--- config.mk ---
export PLATFORM = sky130hd
export DESIGN_NAME = mem_arbiter
export DESIGN_NICKNAME = d
export VERILOG_FILES = /design/src/rtl/mem_arb_pkg.sv /design/src/rtl/rr_arb2.sv /design/src/rtl/mem_arbiter.sv
export SDC_FILE = /design/constraint.sdc
export NUM_CORES = 1
export LEC_CHECK = 0
export CORE_AREA = 10 10 188 190
export DETAILED_ROUTE_END_ITERATION = 10
export DIE_AREA = 0 0 198 200
export GPL_TIMING_DRIVEN = 0
export PLACE_DENSITY = 0.66
export SLEW_MARGIN = 20
export SYNTH_ARGS = -nofsm -noshare
export SYNTH_HDL_FRONTEND = slang
export SYNTH_SLANG_ARGS = --single-unit
--- constraint.sdc ---
create_clock -name clk -period 2.15 [get_ports clk]
set_input_delay 0.43 -clock clk [delete_from_list [all_inputs] [get_ports clk]]
set_output_delay 0.43 -clock clk [all_outputs]
set_load 0.02 [all_outputs]
--- src/rtl/mem_arb_pkg.sv ---
// Shared types and constants for the IFU/MEMU memory-port arbiter.
package mem_arb_pkg;

   localparam int unsigned ADDR_W = 64;
   localparam int unsigned DATA_W = 64;
   localparam int unsigned INSN_W = 32;

   typedef enum logic [1:0] {
      IDLE = 2'd0,
      ADDR = 2'd1,
      RESP = 2'd2,
      DONE = 2'd3
   } arb_state_t;

   typedef enum logic {
      GNT_I = 1'b0,
      GNT_D = 1'b1
   } grant_t;

   // Pick the 32-bit instruction word out of a 64-bit beat by address bit 2.
   function automatic logic [INSN_W-1:0] insn_sel(input logic hi, input logic [DATA_W-1:0] beat);
      return hi ? beat[DATA_W-1:INSN_W] : beat[INSN_W-1:0];
   endfunction

endpackage

--- src/rtl/rr_arb2.sv ---
// Combinational two-way round-robin picker; bit 0 is IFU, bit 1 is MEMU.
module rr_arb2
   import mem_arb_pkg::*;
(
   input  logic [1:0] req,
   input  grant_t     last,
   output grant_t     gnt,
   output logic       any
);

   // On a tie favour whoever was not granted last; otherwise the lone requester.
   always_comb begin
      gnt = GNT_I;
      any = |req;
      if (&req) begin
         gnt = (last == GNT_I) ? GNT_D : GNT_I;
      end else if (req[1]) begin
         gnt = GNT_D;
      end
   end

endmodule

--- src/rtl/mem_arbiter.sv ---
// Shares the single 64-bit memory port between instruction fetch and load/store,
// one outstanding transaction at a time, with a one-cycle done pulse per requester.
module mem_arbiter #(
   parameter int unsigned ADDR_W = mem_arb_pkg::ADDR_W,
   parameter int unsigned DATA_W = mem_arb_pkg::DATA_W
)(
   input  logic                clk,
   input  logic                rst,

   input  logic                i_req,
   input  logic [ADDR_W-1:0]   i_addr,
   output logic [31:0]         i_rdata,
   output logic                i_done,
   output logic                i_err,

   input  logic                d_req,
   input  logic                d_we,
   input  logic [ADDR_W-1:0]   d_addr,
   input  logic [DATA_W-1:0]   d_wdata,
   input  logic [DATA_W/8-1:0] d_wstrb,
   output logic [DATA_W-1:0]   d_rdata,
   output logic                d_done,
   output logic                d_err,

   output logic                m_valid,
   input  logic                m_ready,
   output logic                m_we,
   output logic [ADDR_W-1:0]   m_addr,
   output logic [DATA_W-1:0]   m_wdata,
   output logic [DATA_W/8-1:0] m_wstrb,
   input  logic                m_rvalid,
   input  logic [DATA_W-1:0]   m_rdata,
   input  logic                m_err
);

   import mem_arb_pkg::*;

   localparam int unsigned STRB_W = DATA_W / 8;

   arb_state_t state;
   grant_t     last_grant;
   grant_t     pick;
   logic       pick_any;

   rr_arb2 u_rr (
      .req  ({d_req, i_req}),
      .last (last_grant),
      .gnt  (pick),
      .any  (pick_any)
   );

   // Transaction FSM; last_grant doubles as the owner of the in-flight transaction.
   always_ff @(posedge clk or negedge rst) begin
      if (!rst) begin
         state      <= IDLE;
         last_grant <= GNT_I;
         m_valid    <= 1'b0;
         m_we       <= 1'b0;
         m_addr     <= '0;
         m_wdata    <= '0;
         m_wstrb    <= '0;
         i_done     <= 1'b0;
         d_done     <= 1'b0;
         i_err      <= 1'b0;
         d_err      <= 1'b0;
         i_rdata    <= '0;
         d_rdata    <= '0;
      end else begin
         i_done <= 1'b0;
         d_done <= 1'b0;
         unique case (state)
            IDLE: begin
               if (pick_any) begin
                  state      <= ADDR;
                  last_grant <= pick;
                  m_valid    <= 1'b1;
                  if (pick == GNT_D) begin
                     m_we    <= d_we;
                     m_addr  <= d_addr;
                     m_wdata <= d_wdata;
                     m_wstrb <= d_wstrb;
                  end else begin
                     m_we    <= 1'b0;
                     m_addr  <= i_addr;
                     m_wdata <= '0;
                     m_wstrb <= STRB_W'(0);
                  end
               end
            end
            ADDR: begin
               if (m_ready) begin
                  state   <= RESP;
                  m_valid <= 1'b0;
               end
            end
            RESP: begin
               if (m_rvalid) begin
                  state <= DONE;
                  if (last_grant == GNT_D) begin
                     d_rdata <= m_rdata;
                     d_err   <= m_err;
                     d_done  <= 1'b1;
                  end else begin
                     i_rdata <= insn_sel(m_addr[2], m_rdata);
                     i_err   <= m_err;
                     i_done  <= 1'b1;
                  end
               end
            end
            DONE: begin
               // Pulse cycle; a request still held here must not be re-granted.
               state <= IDLE;
            end
            default: begin
               state <= IDLE;
            end
         endcase
      end
   end

endmodule
==> results.md <==
* Outcome: completed
* Die Wd at 198 µm
* Met3 routed WL at 4086 µm
* IO buf count at 509
* Area grow syn2layout at 66.66%
* Unique masters post-synth at 26
* Register area share after synthesis at 61.21%
* Via Count at 8683
* Fill count at 2759
* Switch share at 38.42%
* Synth top area cells: dfrtp_1 (61%), a22o_1 (6.6%), a21oi_1 (6.6%), mux2_4 (5.9%), nand2_1 (3.7%)
* Worst VDD drop at 0.6955 mV
* Critical path capture point type: output port
* Crit path required time at 1.72 ns
* Max Fanout on Critical Path at 2
* Latest clock arrival within the worst-skew pair at 0.55 ns
* Worst path cell trace: clkdlybuf4s50_1
* Max Cap Viol at 0
* Crit path arrival time at 1.61 ns
* Average wire per standard cell at 23.02 µm
* Core area at 0.03139 mm²
* Slowest CP cell: clkdlybuf4s50_1
* ANT nets after route at 0
* Max Transition Viols Final at 0
* Area of the die at 0.03960 mm²
* Layout cells sized above 1 at 12.14%
* Metal1 wirelength at 15710 µm
* P_int at 0.01543 W
* Syn Area/Cell at 12.01 µm²
* Num ports at 510
* Peak Freq at 0.4904 GHz
* Final hold viol count at 0
* Iteration-0 DRC Markers at 386
* Synthesized net count at 1096
* Sequential share of power at 31.2%
* Slack of the critical path at 0.1108 ns
* CTS clk-pin slew, worst paths at 0.06 ns
* RSZ-0062 raised after global routing: no
* Global-route wire length before repair at 60260 µm
* Final RePlAce weighted congestion at 0.8548
* Remaining global-route overflow at 0
* Vias per std cell at 4.854
* Post-synthesis register bit count at 241
* Clock power share at 18.6%
* Crit path time final at 2.039 ns
* Detailed placement HPWL at 32340 µm
* Worst Path Buf+Inv at 1
* Antenna violations before repair at 2
* Setup bufs post-CTS at 0
* Largest stage delay, worst path at 0.66 ns
* CTS tree: built
* Clk sinks at 241
* YS warnings at 0
* Vias in the first global route at 9435
* Final worst path period share at 94.85%
* Final nets at 1638
* DRT Wirelength at 41170 µm
* Cell area power density at 1526 mW/mm²
* Slew headroom at 60.05%
* Logic pwr share at 50.2%
* Psw at 0.009624 W
* Final Skew at 0.01060 ns
* Post-Place Worst Slack at 0.03240 ns
* Synthesized area at 0.009852 mm²
* H-Tree Depth at 1
* Startpoint types: flip-flop
* CP delay by family, top: buffers and inverters
* Critical path type: flip-flop to output port
* DR pass1 iterations at 4
* Initial core utilization at 31.38%
* Total track usage at 19.76%
* Bufs on Longest Clock Path at 3
* Slew @ Worst Pin at 0.5993 ns
* Post-Syn Instances at 820
* # setup viols final at 0
* CTS Root Cell: clkbuf_16
* # DRC at 0
* Rows at 65
* Post-layout util at 52.30%
* Largest net degree at the start of global routing at 86
* CTS Buf Count at 28
* Top Layer Used: met4
* Die H at 200 µm
* Post-synth top area share at 61.21%
* Largest area contributor in the netlist: dfrtp_1
* Min-Delay Path Class: primary input to flip-flop
* Leakage at 7.309 nW
* Routed met2 length at 20390 µm
==> layer usage <==
metal / global-route usage [%] / vias to the layer above
li1: - / 3961
met1: 22.53 / 4298
met2: 34.04 / 369
met3: 7.351 / 55
met4: 5.609 / 0
met5: 0 / -
==> registers in the layout, indices dropped and copies added (netlist names) <==
signal / flops
d_err: 1
d_done: 1
m_wstrb: 8
i_rdata: 32
i_done: 1
state: 2
m_valid: 1
m_wdata: 64
m_we: 1
m_addr: 64
i_err: 1
d_rdata: 64
last_grant: 1
==> tightest hold or removal path, stage by stage <==
cell and delay, ns:
clkdlybuf4s50_1 0.39, nand2_1 0.06, a21oi_1 0.05
==> placed cells by master, fill, tap and decap left out, drive strengths merged, types with 4 or more instances in the layout <==
| master | instances |
|---|---|
| ha | 4 |
| clkdlybuf4s50 | 507 |
| a21oi | 129 |
| inv | 7 |
| dfrtp | 241 |
| clkbuf | 52 |
| buf | 57 |
| mux2 | 67 |
| nand2 | 96 |
| mux2i | 32 |
| clkinv | 6 |
| a22o | 74 |
| nor2 | 66 |
| o21ai | 33 |
==> cells by family (layout without fill, tap and decap cells) <==
group	count (synthesis)	count (layout)	share of synthesized area (%)
AO/OA/AOI/OAI	243	243	15.47
adder cells (fa/ha/maj)	4	4	0.5080
buffers and inverters	69	633	4.089
flip-flops	241	241	61.21
multiplexers	99	99	12.40
other	0	3	0
AND/OR/NAND/NOR	164	164	6.325
==> power by group through the flow <==
stage          Sequential, W  Combinational [W]  Clock, W
5_1_grt              0.00807             0.0134   0.00496
3_5_place_dp         0.00785             0.0127         0
3_3_place_gp         0.00780             0.0126         0
4_1_cts              0.00782             0.0127   0.00477
6_report             0.00782             0.0126   0.00465
2_1_floorplan         0.0102            0.00391         0
==> synthesized netlist by cell type <==
cell type / instances
dfrtp_1: 241
a21oi_1: 129
nand2_1: 96
a22o_1: 74
nor2_1: 65
buf_2: 40
mux2_4: 39
mux2i_1: 32
o21ai_0: 32
mux2_2: 28
buf_6: 11
clkbuf_1: 8
inv_1: 7
ha_1: 4
buf_4: 3
a21bo_2: 1
a21boi_1: 1
a21o_1: 1
a222oi_1: 1
nand3_1: 1
nand3b_1: 1
nor2_2: 1
o21a_1: 1
o21ai_2: 1
o2bb2ai_1: 1
o32a_1: 1
==> path summary, 6_finish.rpt <==
path	cells after the start	end	slack [ns]	start
worst max-delay path	1	m_addr[2]	0.11	m_addr[2]
worst min-delay path	3	m_addr[35]	0.42	i_addr[35]
worst max register to register	6	d_rdata[18]	0.23	state[0]
worst min register to register	2	i_rdata[4]	0.48	i_rdata[4]
max in group asynchronous	3	m_wdata[21]	0.79	rst
min in group asynchronous	2	m_addr[24]	0.48	rst
==> what timing repair did <==
| action | 4_1_cts | 5_1_grt |
|---|---|---|
| hold buffers | 1 | 0 |
| endpoints found under the setup margin | 1 | 0 |
| resized for setup | 1 | 0 |
| hold endpoints to repair | 71 | 0 |
==> per-stage QoR <==
step / std cells / power, W / area (µm²) / hold WS, ns / TNS (ns)
after floorplan: 820 / 0.01407 / 9852 / 0.1344 / 0
after global placement: 1731 / 0.02038 / 15450 / 0.4620 / -2481.38
after detailed placement: 1733 / 0.02058 / 15510 / 0.4599 / 0
after CTS: 1786 / 0.02535 / 16410 / 0.3918 / 0
after global routing: 1787 / 0.02643 / 16410 / 0.4085 / 0
final: 1789 / 0.02505 / 16420 / 0.4187 / 0
==> cell type report <==
class / count / area (µm²) / share of cell area, %
sequential: 241 / 6031 / 36.73
timing repair buffer: 512 / 5164 / 31.45
multi-input combinational: 510 / 3418 / 20.82
clock buffer: 44 / 810.8 / 4.938
tap: 402 / 503.0 / 3.063
buffer: 62 / 376.6 / 2.294
clock inverter: 8 / 82.58 / 0.5029
inverter: 7 / 26.28 / 0.1600
antenna: 3 / 7.507 / 0.04572
No activity file was read; power rests on OpenSTA's default activity.
